[src/rtl/custom_result_stage.sv]
// Result FIFO between an execute stage and the X-IF result channel.
// Optional combinational bypass on an empty FIFO: define CUSTOM_RESULT_BYPASS_EN.
module custom_result_stage #(
    parameter int unsigned DEPTH    = 4,
    parameter int unsigned ID_WIDTH = 4
) (
    input  logic                       clk_i,
    input  logic                       rst_ni,
    input  logic                       ex_valid_i,
    input  logic [31:0]                ex_data_i,
    input  logic [4:0]                 ex_rd_i,
    input  logic [ID_WIDTH-1:0]        ex_id_i,
    output logic                       ex_ready_o,
    output logic                       result_valid_o,
    input  logic                       result_ready_i,
    output logic [31:0]                result_data_o,
    output logic [4:0]                 result_rd_o,
    output logic [ID_WIDTH-1:0]        result_id_o,
    output logic                       result_we_o,
    output logic [$clog2(DEPTH+1)-1:0] count_o,
    output logic                       overflow_o
);

    localparam int unsigned PW = $clog2(DEPTH);
    localparam int unsigned CW = $clog2(DEPTH + 1);

    typedef struct packed {
        logic [ID_WIDTH-1:0] id;
        logic [31:0]         data;
        logic [4:0]          rd;
    } entry_t;

    entry_t          mem [DEPTH];
    logic [PW-1:0]   wr_ptr;
    logic [PW-1:0]   rd_ptr;
    logic [CW-1:0]   count;
    logic            overflow;
    logic            fifo_empty;
    logic            bypass_take;
    logic            push;
    logic            pop;
    entry_t          out_entry;
    logic            out_valid;

    assign fifo_empty = (count == '0);
    assign ex_ready_o = (count != CW'(DEPTH));

    always_comb begin
        out_entry = '0;
        out_valid = 1'b0;
        if (!fifo_empty) begin
            out_entry = mem[rd_ptr];
            out_valid = 1'b1;
        end
`ifdef CUSTOM_RESULT_BYPASS_EN
        else if (ex_valid_i) begin
            out_entry.id   = ex_id_i;
            out_entry.data = ex_data_i;
            out_entry.rd   = ex_rd_i;
            out_valid      = 1'b1;
        end
`endif
    end

`ifdef CUSTOM_RESULT_BYPASS_EN
    // A bypassed result accepted this cycle never enters the FIFO.
    assign bypass_take = fifo_empty && ex_valid_i && result_ready_i;
`else
    assign bypass_take = 1'b0;
`endif

    assign push = ex_valid_i && ex_ready_o && !bypass_take;
    assign pop  = out_valid && result_ready_i && !fifo_empty;

    always_ff @(posedge clk_i or negedge rst_ni) begin
        if (!rst_ni) begin
            wr_ptr   <= '0;
            rd_ptr   <= '0;
            count    <= '0;
            overflow <= 1'b0;
            for (int unsigned i = 0; i < DEPTH; i++) begin
                mem[i] <= '0;
            end
        end else begin
            if (push) begin
                mem[wr_ptr] <= '{id: ex_id_i, data: ex_data_i, rd: ex_rd_i};
                wr_ptr      <= wr_ptr + PW'(1);
            end
            if (pop) begin
                rd_ptr <= rd_ptr + PW'(1);
            end
            case ({push, pop})
                2'b10:   count <= count + CW'(1);
                2'b01:   count <= count - CW'(1);
                default: count <= count;
            endcase
            if (ex_valid_i && !ex_ready_o) begin
                overflow <= 1'b1;
            end
        end
    end

    assign result_valid_o = out_valid;
    assign result_data_o  = out_entry.data;
    assign result_rd_o    = out_entry.rd;
    assign result_id_o    = out_entry.id;
    assign result_we_o    = out_valid && (out_entry.rd != 5'd0);
    assign count_o        = count;
    assign overflow_o     = overflow;

endmodule

[config.mk]
export PLATFORM = sky130hd
export DESIGN_NAME = custom_result_stage
export DESIGN_NICKNAME = d
export VERILOG_FILES = /design/src/rtl/custom_result_stage.sv
export SDC_FILE = /design/constraint.sdc
export NUM_CORES = 1
export LEC_CHECK = 0
export ABC_AREA = 1
export BUFFER_PORTS_ARGS = -buffer_cell sky130_fd_sc_hd__buf_2
export CORE_AREA = 2 2 135 189
export DETAILED_ROUTE_END_ITERATION = 6
export DIE_AREA = 0 0 137 191
export PLACE_DENSITY = 0.56
export SLEW_MARGIN = 40
export SYNTH_ARGS = -nofsm -noshare
export SYNTH_HDL_FRONTEND = slang
export SYNTH_SLANG_ARGS = --single-unit
export TNS_END_PERCENT = 50
[constraint.sdc]
create_clock -name clk_i -period 2.3 [get_ports clk_i]
set_clock_uncertainty 0.05 [all_clocks]
set_input_delay 0.46 -clock clk_i [delete_from_list [all_inputs] [get_ports clk_i]]
set_output_delay 0.46 -clock clk_i [all_outputs]
set_load 0.1 [all_outputs]
==> run metrics, run 1 <==
status=complete, but fails checks; violated checks=setup timing; Max Slew Vio Count=0; antenna viol nets, final=0; DRC violations left=0; CTS clock-pin slew for the worst setup and hold paths=0.07 ns; Yosys reg bits=172; worst skew pair latency=0.43 ns; RSZ-0062 raised after global routing=true; Final #Nets=1138; clk sinks=172; R2R cell count=10; sequential-to-total area share from yosys stat=52.7%; Die Ht=191 µm; Worst Setup SP=rd_ptr[0]; die area=0.0262 mm²; CORE AREA=0.0245 mm²; pin count of the biggest net entering global routing=47; initial drt markers=268; launch point of the worst reg-to-reg path=count_o[1]; Synth Net Count=1048; Critical Path Fanout Max=12; drt wl/cell=16.6 µm; reg-to-reg endpoint=count_o[2]; area delta synth->final=41.0%; most frequent cells in the layout=nand2_1, dfrtp_1, o21ai_0, inv_1, buf_12; mapped cell area=0.00817 mm²; post-route setup TNS=-2.06 ns; Ports=93; commonest non-fill, non-tap cell in the layout=nand2_1; Slew Limit Headroom=67.5%; port buffer count=92; Worst setup SP type=flop; via count=7000; Final min period=2.41 ns; H-Tree Level Count=4; Synth cell types=26; synthesized area per cell=8.20 µm²; YS warnings=0; first-pass GRT wire length=38200 µm; antenna violations before repair=1; Pre-antenna DRT Iters=5; TritonCTS Buffers=17; Total GRT Usage=19.0%; R2R setup slack=0.25 ns; TritonCTS clock tree=yes; WL final=23500 µm; total grt overflow=0; Worst Setup EP=result_data_o[17]; MaxCap Viol Count=0; layout cell share with drive strength beyond 1=27.9%; Placed Cells=1366; Peak Freq=414 MHz; FP Rows=68; Die W=137 µm; Via density=4.94; Setup violations, final=38; Layout Cells excl Fill=1416; CP endpoint kind=output pin; Starting Density=33.4%; Tcrit/Tclk final=105%; type of the worst min-delay path=input pin to flop; Fill cells=2337; Hold Vio Cnt, Final=0; WP data arrival=1.90 ns; crit path kind=flop to output pin; Worst Path Required=1.79 ns; Worst Max-Slew Pin Slew=0.491 ns; Root Buffer=clkbuf_16; Longest Clk Path Bufs=2; fin worst setup slack=-0.114 ns; Mapped Cells=997; routability cong.=0.743; Detail Placement HPWL=14500 µm; number of global-route vias before repair=6977
==> layer usage <==
layer	vias to the layer above	wire (µm)	track usage, %
met3	34	780	3.08
met5	-	0	0
met2	148	12500	33.5
met4	0	497	6.66
li1	3414	-	-
met1	3404	9700	23.4
==> sequential cells by signal (all words and copies together) (netlist names) <==
signal and flops:
rd_ptr 2, count_o 3, mem 164, overflow_o 1
wr_ptr 2
==> layout make-up <==
cell class / count / area, µm² / area share [%]
diodes: 1 / 2.50 / 0.0217
repair buffers: 140 / 1830 / 15.9
inverters: 106 / 419 / 3.64
flip-flops and latches: 172 / 4320 / 37.5
well taps: 315 / 394 / 3.42
multi-input cells: 650 / 3940 / 34.2
clock inverters: 11 / 131 / 1.14
clock buffers: 21 / 480 / 4.17
==> repair_timing <==
action                                  in CTS  in global routing
pin swaps                                   31                 17
cloned                                       5                  0
resized for setup                          124                 70
endpoints found under the setup margin      42                 42
buffers inserted                            10                  1
hold endpoints to repair                    36                  0
hold buffers                                 1                  0
==> synth_stat cells (all sizes together) <==
library cell	number	area (µm²)
a21oi	113	566
buf	40	270
clkbuf	29	113
clkinv	2	7.51
dfrtp	172	4300
fa	1	20.0
ha	5	62.6
inv	104	390
nand2	267	1020
nand3	9	57.6
nor2	7	91.3
nor3	1	10.0
o211ai	2	15.0
o21ai	239	1200
o21bai	1	7.51
xnor2	2	17.5
xor2	3	26.3
==> kinds of logic after synthesis <==
kind of cell | share of synthesized area [%]
buf+inv | 9.55
simple gates | 14.4
compound gates | 21.8
fa+ha+maj | 1.01
flops | 52.7
xor+xnor | 0.536
==> worst max-delay path, stage by stage, from the launching register on <==
cell	delay (ns)
dfrtp_2	0.49
buf_12	0.18
buf_16	0.17
a21oi_4	0.16
o21ai_2	0.08
a21oi_4	0.18
buf_12	0.19
==> worst min-delay path by stage <==
stage | from | end | depth (start not counted)
2_1_floorplan | rst_ni | mem[0] | 0
3_3_place_gp | rst_ni | overflow_o | 1
3_5_place_dp | rst_ni | overflow_o | 1
4_1_cts | ex_id_i[1] | mem[38] | 3
5_1_grt | ex_data_i[24] | mem[152] | 3
6_report | ex_data_i[23] | mem[28] | 3
==> through the flow <==
stage | hold WS [ns] | cell area, µm² | setup WS [ns] | utilization, %
after detailed placement | 0.348 | 10200 | 0.180 | 41.5
after CTS | 0.217 | 11300 | -0.0995 | 45.9
final | 0.228 | 11500 | -0.114 | 47.0
after global placement | 0.349 | 10100 | 0.196 | 41.2
after global routing | 0.218 | 11500 | -0.170 | 47.0
after floorplan | 0.114 | 8670 | -0.359 | -
Power of run 1 is left out: the tool's default activity adds up to more than one toggle a clock period on the data nets, which glitch-free logic cannot reach.
==> inputs of run 2 (changes only) <==
--- a/config.mk
+++ b/config.mk
@@ -7,10 +7,10 @@
 export LEC_CHECK = 0
 export ABC_AREA = 1
 export BUFFER_PORTS_ARGS = -buffer_cell sky130_fd_sc_hd__buf_2
-export CORE_AREA = 2 2 135 189
+export CORE_AREA = 2 2 103 145
 export DETAILED_ROUTE_END_ITERATION = 6
-export DIE_AREA = 0 0 137 191
-export PLACE_DENSITY = 0.56
+export DIE_AREA = 0 0 105 147
+export PLACE_DENSITY = 0.85
 export SLEW_MARGIN = 40
 export SYNTH_ARGS = -nofsm -noshare
 export SYNTH_HDL_FRONTEND = slang
==> run 2 against run 1 <==
  * The run still ends with setup timing left
  * Clock-buffer cell count down 4
  * Hold slack worse by 0.0075 ns
  * Fmax down 2.0%
  * Final cell count down 10%
  * Non-clock buffer count down 16
  * Routed wire length down 4.1%
  * Cell area down 6.9%
  * Via count up 4.4%
  * Core utilization up 29 points
  * Critical path type unchanged
  * Highest routed layer unchanged
==> run metrics, run 2 (same netlist as run 1, synthesis figures left out) <==
Max stage delay on crit path=0.52 ns (+0.03 ns); drt wl/cell=17.7 µm (+6.6%); routability cong.=0.851 (+15%); WL final=22500 µm (-4.1%); WP data arrival=1.95 ns (+0.05 ns); Final #Nets=1122 (-1.4%); first-pass GRT wire length=36500 µm (-4.2%); commonest non-fill, non-tap cell in the layout=nand2_1; Setup violations, final=39 (+2.6%); Die Ht=147 µm (-23%); die area=0.0154 mm² (-41%); type of the worst min-delay path=input pin to flop; RSZ-0062 raised after global routing=true; status=complete, but fails checks; pin count of the biggest net entering global routing=59 (+26%); Crit-path slowest cell=dfrtp_2; initial drt markers=582 (+120%); Placed Area=0.00989 mm² (-2.6%); Die W=105 µm (-23%); Root Buffer=clkbuf_16; TritonCTS Buffers=17 (unchanged); Total GRT Usage=29.6% (+11 points); Pre-antenna DRT Iters=5 (unchanged); WP buf/inv=2 (-1); Layout Cells excl Fill=1273 (-10%); Hold Vio Cnt, Final=0 (unchanged); antenna viol nets, final=0 (unchanged); max reg flops=164 (unchanged); CP Cell Sequence=clkbuf_16 > a21oi_1 > o21ai_0 > a21oi_4 > buf_12; clk sinks=172 (unchanged); H-Tree Level Count=4 (unchanged); final instance area=0.0107 mm² (-6.9%); Slew Limit Headroom=50.6% (-17 points); antenna violations before repair=0 (-1); Critical Path Fanout Max=20 (+8); FP Rows=52 (-24%); TritonCTS clock tree=yes; fin worst setup slack=-0.164 ns (-0.0502 ns); Worst Path Required=1.79 ns (about the same); MaxCap Viol Count=0 (unchanged); crit path kind=flop to output pin; DRC violations left=0 (unchanged); area delta synth->final=31.2%; violated checks=setup timing; Final min period=2.46 ns (+0.0502 ns); port buffer count=92 (unchanged); Placed Cells=1233 (-9.7%); CTS clock-pin slew for the worst setup and hold paths=0.08 ns (about the same); Via density=5.74 (+16%); post-route setup TNS=-3.91 ns (-1.86 ns); Fill cells=971 (-58%); CORE AREA=0.0142 mm² (-42%); Ports=93 (unchanged); CP endpoint kind=output pin; Starting Density=57.6% (+24 points); Peak Freq=406 MHz (-2.0%); Worst Max-Slew Pin Slew=0.741 ns (+0.249 ns); most frequent cells in the layout=nand2_1, o21ai_0, dfrtp_1, inv_1, a21oi_1; number of global-route vias before repair=7332 (+5.1%); layout cell share with drive strength beyond 1=22.4% (-5.5 points); Most flops, register=mem; Detail Placement HPWL=13400 µm (-7.5%); via count=7309 (+4.4%); Longest Clk Path Bufs=2 (unchanged); Worst setup SP type=flop; Worst path top cell family by delay=compound AO/OA/AOI/OAI gates; Inserted Diodes=0 (-1); worst skew pair latency=0.42 ns (about the same); Tcrit/Tclk final=107% (+2.2 points); Max Slew Vio Count=0 (unchanged); total grt overflow=0 (unchanged)
## run 2: cell types whose count changed in the layout (fill, tap and decap cells not counted), moves of 4 or more
cell      change
inv_8         +4
a21oi_1      +26
buf_6         -8
o21ai_0       +7
a21oi_4      -10
clkbuf_8      -4
a21oi_2      -16
o21ai_1      +14
o21ai_2      -19
buf_16       -10
## run 2: area by class of cell
type / count / area, µm² / share of cell area, %
Multi-Input combinational cell: 650 / 3670 / 34.3
Clock buffer: 17 / 425 / 3.97
Clock inverter: 15 / 151 / 1.41
Timing Repair Buffer: 124 / 1510 / 14.1
Sequential cell: 172 / 4320 / 40.3
Tap cell: 189 / 236 / 2.20
Inverter: 106 / 412 / 3.84
## run 2: worst paths after layout
kind                               startpoint               end  slack (ns)  cells after the start
worst max-delay path                rd_ptr[0]  result_data_o[8]       -0.16                      5
worst min-delay path            ex_data_i[24]          mem[152]        0.22                      3
worst max register to register     count_o[0]        count_o[2]        0.10                     10
worst min register to register     overflow_o        overflow_o        0.43                      1
max in group asynchronous              rst_ni          mem[144]        1.03                      3
min in group asynchronous              rst_ni        count_o[2]        0.53                      2
## run 2: what timing repair did
| action | 4_1_cts | 5_1_grt |
|---|---|---|
| hold endpoints to repair | 51 | 0 |
| gates resized for setup | 74 | 32 |
| setup endpoints to repair | 43 | 44 |
| cloned | 0 | 1 |
| hold buffers | 1 | 0 |
| pin swaps | 7 | 5 |
| buffers inserted | 4 | 2 |
## run 2: metal layers
metal  wire (µm)  share of wire, %  global-route usage [%]  vias to the layer above
li1            -                 -                       -                     3382
met1        8370                37                    36.2                     3521
met2       12200                54                    52.7                      352
met3        1410               6.3                    4.48                       54
met4         536               2.4                    11.4                        0
met5           0                 0                       0                        -
## run 2: through the flow
| step | utilization (%) | hold WS, ns | worst slack, ns |
|---|---|---|---|
| after floorplan | - | 0.114 | -0.359 |
| after detailed placement | 69.7 | 0.421 | 0.165 |
| after CTS | 74.8 | 0.219 | -0.103 |
| after global placement | 69.4 | 0.407 | 0.215 |
| final | 75.6 | 0.220 | -0.164 |
| after global routing | 75.6 | 0.231 | -0.208 |
## run 2: worst reg2reg max path, cell delays in order, from the launching register on
cell and delay [ns]:
dfrtp_4 0.50, buf_4 0.16, inv_4 0.07, nand3_4 0.10, nand2_8 0.26, ha_4 0.18, inv_2 0.05, fa_2 0.35
a21oi_1 0.12, o21ai_1 0.08, xnor2_1 0.19
Power of run 2 is left out for the same reason.
